===== config.mk =====
export PLATFORM = sky130hd
export DESIGN_NAME = cv32e40x_rd_fifo_arb
export DESIGN_NICKNAME = d
export VERILOG_FILES = /design/src/rtl/cv32e40x_rd_fifo_arb_pkg.sv /design/src/rtl/cv32e40x_rd_fifo_arb_rr.sv /design/src/rtl/cv32e40x_rd_fifo_arb.sv
export SDC_FILE = /design/constraint.sdc
export NUM_CORES = 1
export LEC_CHECK = 0
export ABC_AREA = 1
export CELL_PAD_IN_SITES_DETAIL_PLACEMENT = 1
export CELL_PAD_IN_SITES_GLOBAL_PLACEMENT = 2
export CORE_MARGIN = 4
export CORE_UTILIZATION = 11
export DETAILED_ROUTE_END_ITERATION = 10
export GPL_TIMING_DRIVEN = 1
export PLACE_DENSITY_LB_ADDON = 0.12
export SYNTH_ARGS = -nofsm -noshare
export SYNTH_HDL_FRONTEND = slang
export SYNTH_SLANG_ARGS = --single-unit

===== constraint.sdc =====
create_clock -name clk_i -period 2 [get_ports clk_i]
set_input_delay 0.6 -clock clk_i [delete_from_list [all_inputs] [get_ports clk_i]]
set_output_delay 0.6 -clock clk_i [all_outputs]
set_load 0.02 [all_outputs]

===== src/rtl/cv32e40x_rd_fifo_arb_pkg.sv =====
// Shared types for the ID-stage rd-packet FIFO and its front-end arbiter.
// Packet layout is owned by the ID stage; the arbiter treats it as opaque payload.
package cv32e40x_pkg;

  typedef struct packed {
    logic [7:0] instr_tag;
    logic       rd_we;
    logic [4:0] rd_addr;
    logic [1:0] src_id;
  } id_rd_packet_t;

  typedef enum logic [1:0] {
    RD_ARB_RUN   = 2'd0,
    RD_ARB_FLUSH = 2'd1,
    RD_ARB_DRAIN = 2'd2,
    RD_ARB_DONE  = 2'd3
  } rd_fifo_arb_state_e;

  localparam int RD_FIFO_ARB_MAX_REQ = 8;

  function automatic logic [31:0] sat_inc32(input logic [31:0] v);
    return (&v) ? v : v + 32'd1;
  endfunction

  function automatic logic [15:0] sat_inc16(input logic [15:0] v);
    return (&v) ? v : v + 16'd1;
  endfunction

endpackage


===== src/rtl/cv32e40x_rd_fifo_arb_rr.sv =====
// Generic round-robin picker: first valid at or after the pointer, wrapping.
// Grant is combinational; the pointer moves past the winner only when enabled.
module cv32e40x_rr_arbiter #(
  parameter  int N     = 2,
  localparam int PTR_W = (N > 1) ? $clog2(N) : 1
) (
  input  logic             clk_i,
  input  logic             rst_i,
  input  logic [N-1:0]     valid_i,
  input  logic             en_i,
  output logic [N-1:0]     gnt_o,
  output logic [PTR_W-1:0] gnt_idx_o
);

  logic [PTR_W-1:0] r_ptr;
  logic [N-1:0]     w_gnt;
  logic [PTR_W-1:0] w_idx;
  logic             w_found;

  always_comb begin
    int j;
    j       = 0;
    w_gnt   = '0;
    w_idx   = '0;
    w_found = 1'b0;
    for (int i = 0; i < N; i++) begin
      j = int'(r_ptr) + i;
      if (j >= N) j = j - N;
      if (!w_found && valid_i[j]) begin
        w_found  = 1'b1;
        w_gnt[j] = 1'b1;
        w_idx    = PTR_W'(j);
      end
    end
  end

  assign gnt_o     = en_i ? w_gnt : '0;
  assign gnt_idx_o = w_idx;

  always_ff @(posedge clk_i or posedge rst_i) begin
    if (rst_i) begin
      r_ptr <= '0;
    end else if (en_i && w_found) begin
      r_ptr <= (w_idx == PTR_W'(N - 1)) ? '0 : w_idx + PTR_W'(1);
    end
  end

endmodule


===== src/rtl/cv32e40x_rd_fifo_arb.sv =====
// Shares the rd-packet FIFO push port among N_REQ producers; turns kills into flush pulses and
// sequences drain for halt/debug. Optional counters under CV32E40X_RD_FIFO_ARB_STATS_EN.
module cv32e40x_rd_fifo_arb
  import cv32e40x_pkg::*;
#(
  parameter  int N_REQ = 2,
  localparam int PTR_W = (N_REQ > 1) ? $clog2(N_REQ) : 1
) (
  input  logic                            clk_i,
  input  logic                            rst_i,
  input  logic          [N_REQ-1:0]       req_valid_i,
  input  id_rd_packet_t [N_REQ-1:0]       req_data_i,
  output logic          [N_REQ-1:0]       req_gnt_o,
  output logic                            fifo_push_o,
  output id_rd_packet_t                   fifo_data_o,
  input  logic                            fifo_full_i,
  input  logic                            fifo_empty_i,
  output logic                            fifo_flush_o,
  output logic                            fifo_flush_but_first_o,
  input  logic                            kill_i,
  input  logic                            kill_keep_first_i,
  input  logic                            drain_req_i,
  output logic                            drain_done_o,
  output logic          [1:0]             state_o
`ifdef CV32E40X_RD_FIFO_ARB_STATS_EN
  ,
  output logic          [N_REQ-1:0][31:0] stat_grant_cnt_o,
  output logic          [31:0]            stat_full_stall_cnt_o,
  output logic          [15:0]            stat_kill_cnt_o
`endif
);

  rd_fifo_arb_state_e r_state;
  rd_fifo_arb_state_e w_state_nxt;
  logic               r_drain_done;
  logic               w_kill_any;
  logic               w_grant_en;
  logic [PTR_W-1:0]   w_gnt_idx;

  assign w_kill_any = kill_i | kill_keep_first_i;

  // Outputs stay quiet while reset is held, including the kill-to-flush path.
  assign w_grant_en = ~rst_i & (r_state == RD_ARB_RUN) & ~fifo_full_i
                    & ~w_kill_any & ~drain_req_i;

  cv32e40x_rr_arbiter #(
    .N (N_REQ)
  ) u_rr (
    .clk_i     (clk_i),
    .rst_i     (rst_i),
    .valid_i   (req_valid_i),
    .en_i      (w_grant_en),
    .gnt_o     (req_gnt_o),
    .gnt_idx_o (w_gnt_idx)
  );

  assign fifo_push_o            = |req_gnt_o;
  assign fifo_data_o            = fifo_push_o ? req_data_i[w_gnt_idx] : '0;
  assign fifo_flush_o           = ~rst_i & kill_i;
  assign fifo_flush_but_first_o = ~rst_i & kill_keep_first_i & ~kill_i;

  always_comb begin
    w_state_nxt = r_state;
    unique case (r_state)
      RD_ARB_RUN: begin
        if (w_kill_any)       w_state_nxt = RD_ARB_FLUSH;
        else if (drain_req_i) w_state_nxt = RD_ARB_DRAIN;
      end
      RD_ARB_FLUSH: w_state_nxt = drain_req_i ? RD_ARB_DRAIN : RD_ARB_RUN;
      // Kills here only flush; the drain sequence keeps its place.
      RD_ARB_DRAIN: if (fifo_empty_i) w_state_nxt = RD_ARB_DONE;
      RD_ARB_DONE:  if (!drain_req_i) w_state_nxt = RD_ARB_RUN;
      default:      w_state_nxt = RD_ARB_RUN;
    endcase
  end

  always_ff @(posedge clk_i or posedge rst_i) begin
    if (rst_i) begin
      r_state      <= RD_ARB_RUN;
      r_drain_done <= 1'b0;
    end else begin
      r_state      <= w_state_nxt;
      r_drain_done <= (w_state_nxt == RD_ARB_DONE);
    end
  end

  assign drain_done_o = r_drain_done;
  assign state_o      = r_state;

`ifdef CV32E40X_RD_FIFO_ARB_STATS_EN
  logic [N_REQ-1:0][31:0] r_grant_cnt;
  logic [31:0]            r_full_stall_cnt;
  logic [15:0]            r_kill_cnt;

  always_ff @(posedge clk_i or posedge rst_i) begin
    if (rst_i) begin
      r_grant_cnt      <= '0;
      r_full_stall_cnt <= '0;
      r_kill_cnt       <= '0;
    end else begin
      for (int k = 0; k < N_REQ; k++) begin
        if (req_gnt_o[k]) r_grant_cnt[k] <= sat_inc32(r_grant_cnt[k]);
      end
      if ((r_state == RD_ARB_RUN) && (|req_valid_i) && fifo_full_i)
        r_full_stall_cnt <= sat_inc32(r_full_stall_cnt);
      if (w_kill_any) r_kill_cnt <= sat_inc16(r_kill_cnt);
    end
  end

  assign stat_grant_cnt_o      = r_grant_cnt;
  assign stat_full_stall_cnt_o = r_full_stall_cnt;
  assign stat_kill_cnt_o       = r_kill_cnt;
`else
  // Without the counters the block is purely the arbiter and sequencer above.
`endif

endmodule


==> metrics list <==
- Detailed-router iteration count before antenna repair: 3
- Post-place instance area: between 1500 and 2000 µm²
* Most used cell, CP: nor2_4
- Boundary pin count: 65
- The total overflow left after global routing is 0.
- Dividing total power by cell area gives a power density of between 400 and 500 nW/µm².
- In the final layout, the share of cells above drive strength 1 is between 50% and 60%.
- Normalized max-slew margin: 85.2%
* Clock sink count: 4
* Clock transition at the register clock pins on the worst setup and hold paths after CTS: 0.03 ns
- The number of placed instances, taps included, is ~280.
* Portion of the clock cycle consumed by the worst path in the final layout: 110%
- Max-Cap Viols: 0
- The tree is rooted in a clkbuf_8.
- Setup tns final: -2.29 ns
- The final number of hold-violating endpoints was 0.
- Met2 Use GR: 21.5%
* Post-route insts no fill: ~300
- The synthesized netlist occupies a cell area of 636 µm².
- DR DRC count: 0
- CTS tree: built
- The synthesized design spends more area on one cell type than any other, namely nand2_1.
- Count of filler cells inserted in the layout: 661
* GR met3 Demand/Resource: under 10%
* Initial core utilization: 11.5%
* Setup violation total in the final timing report: 18
- At the pin with the least slew margin, the transition time is 0.219 ns.
- After synthesis, the most frequently instantiated cells are nand2_1, inv_1, nor2_1.
- The number of hold buffers added after CTS was 0.
- Setup repair after global routing could not meet its margin everywhere.
* Maximum fanout encountered on the critical timing path: 7
- Final critical delay including setup and external delays: 2.19 ns
* Total of warnings raised by yosys: 0
* Leading cell type by number of instances after synthesis: nand2_1
* Cell chain of the critical path: buf_6 -> nor2_4 -> nand2_4 -> nor2_4 -> o21ai_4 -> buf_12 -> buf_12 -> nor2_4 -> buf_6
- Area of the die: 7060 µm²
- DR vias/cell: a little under 4
* Final critical-path setup slack: -0.195 ns
* Maximum clock insertion buffer count: 2
- Path length in cells of the critical path: 9
* Launching element type of the critical path: input port
* Mean routed wirelength per cell: 13.0 µm
- The worst register-to-register path has a depth of 14.
- Classification of the worst-slack hold path: input port to asynchronous set/reset pin
- In this run the remaining antenna-violating nets after routing total 0.
- The number of antenna violations at the first check in global routing came to 0.
- Violations in the final reports: negative setup slack
* Inserted Diodes: 0
- Clock skew on the completed layout was measured at 0.00173 ns.
* Startpoint-to-endpoint class of the critical path: input port to output port
* X dimension of the die: about 84 µm
- Worst path slowest cell: buf_12
* Number of buffers and inverters on the critical path: 4
* H-tree Lvls: 1
- Routed wire length: 3.83 mm
* Outcome: complete, but fails checks
- Critical Path Max Stage Delay: 0.14 ns
- After technology mapping, the gate count stands at ~130.
- The synthesized design contains 4 register bits.
* Data arrival time of the critical path: 1.59 ns
- Summed over all nets, the half-perimeter wirelength after detailed placement is 2.77 mm.
- Number of distinct library cells after synthesis: 17
* Final Net Count: 267
- Global routing met1 resource utilization: around 12%
- Multi-input gate area in the final layout: 668 µm²
* Area Growth Syn to Fin: 224%
- Routability-driven placement finished with a final weighted congestion of 0.768.
- For this run, the register share of the synthesized area comes to 15.7%.
* Number of violations reported at the end of detailed-routing iteration 0: 19
- Global route hottest layer: met2
- Across every metal layer, demand over resource in global routing totals 11.0%.
* Number of nets in the synthesized netlist: 167
- Number of synthesized flops with an enable pin: 0
* Via count of the first global-routing pass: between 1k and 1.5k
* Critical path's top delay family: buffers and inverters
- Area contributors post-synth: nand2_1, dfrtp_1, inv_1
* First-pass GRT wire length: 6.39 mm
- Clock latency on the worst-skew pair, taken at its later pin, is 0.21 ns.
- Entering global routing, the biggest net connects 11 pins.
* Post-synth ARST share: 100%
- Max VDD drop: 812 µV
- Counting the buffers created by CTS gives 3.
- The share of synthesized area in the top cell type comes to roughly a quarter.
- Endpoint kind of the worst setup timing path: output port
* Via count: 1142
- Summing all flip-flop and latch instances after layout gives approximately 100 µm².
- The analysis attributes to cell leakage a power of 1.03 nW.
* Placeable core region: 5540 µm²
- Fmax: 0.456 GHz
- Most frequently used flop master after synthesis: dfrtp_1
* Number of input and output port buffers inserted: 64
* Endpoint required time on the critical path: around 1.4 ns
* Row cnt: 27
- The floorplan step set the die height to 84.0 µm.
- Per-instance average area after synthesis: 5.04 µm²
- Summing all non-filler instances in the final layout gives an area of 2060 µm².
* Max-slew violation count: 0
## power by group
group	switching, mW	internal (mW)	total (mW)
Clock	0.0392	0.128	0.167
Combinational	0.355	0.332	0.687
Sequential	0.0324	0.121	0.153
Total	0.426	0.581	1.01
## registers in the layout, indices dropped and copies added (netlist names)
name and flops:
drain_done_o 1, state_o 2, u_rr.r_ptr 1
## tightest hold or removal path: cells and delay by family
| family | cells | cell delay, ns |
|---|---|---|
| buf+inv | 4 | 0.39 |
## per-layer routing
layer  share of wire [%]  wire [µm]  up-vias
met4                0.37         14        0
met2                  54       2090       36
met5                   0          0        -
li1                    -          -      577
met3                 5.3        202        2
met1                  40       1530      527
## cells by family (layout without fill, tap and decap cells)
kind of cell / Yosys count / in the layout / share of synthesized area [%]
and+or+nand+nor: 87 / 88 / 58.9
buffers and inverters: 30 / 127 / 20.7
AOI/OAI and AO/OA: 5 / 5 / 4.72
DFF: 4 / 4 / 15.7
## placed cells by master, fill, tap and decap left out, drive strengths merged
cell type / netlist / final
dlymetal6s2s: 0 / 6
and3: 1 / 1
clkinv: 0 / 1
bufbuf: 0 / 1
nand2: 42 / 43
o22ai: 1 / 1
nor3: 1 / 1
clkdlybuf4s50: 0 / 30
a21oi: 2 / 2
buf: 5 / 60
inv: 25 / 24
clkbuf: 0 / 3
nand3: 17 / 17
dfrtp: 4 / 4
o21ai: 2 / 2
dlygate4sd2: 0 / 2
nor2: 26 / 26
## final timing paths
path | from | endpoint | slack [ns]
worst min register to register | u_rr.r_ptr | u_rr.r_ptr | 0.52
worst min-delay path | rst_i | state_o[1] | 0.46
worst max-delay path | rst_i | fifo_data_o[1] | -0.19
min in group clk_i | u_rr.r_ptr | u_rr.r_ptr | 0.52
worst max register to register | state_o[1] | u_rr.r_ptr | 0.06
max in group asynchronous | rst_i | u_rr.r_ptr | 1.44
## per-stage QoR
stage               hold slack, ns  total power, mW  util [%]  setup slack [ns]
floorplan                    0.374            0.387         -           0.00842
global placement             0.461            0.673      27.3            -0.972
detailed placement           0.510            0.687      27.3             -1.06
CTS                          0.479            0.966      35.5            -0.216
global route                 0.487             1.08      37.2            -0.253
finish                       0.458             1.01      37.2            -0.195
## final cells by class
class / instances / area share, %
Timing Repair Buffer: 99 / 51.4
Clock buffer: 3 / 2.00
Multi-Input combinational cell: 93 / 32.4
Inverter: 25 / 4.92
Tap cell: 72 / 4.37
Sequential cell: 4 / 4.86
## repair_timing
| item | 4_1_cts | 5_1_grt |
|---|---|---|
| resized for setup | 197 | 42 |
| setup endpoints to repair | 21 | 21 |
| pin swaps | 12 | 21 |
| endpoints found under the hold margin | 0 | 0 |
| cloned | 3 | 0 |
| setup buffers | 15 | 0 |
Note: power is estimated with default switching activity, not from simulation.
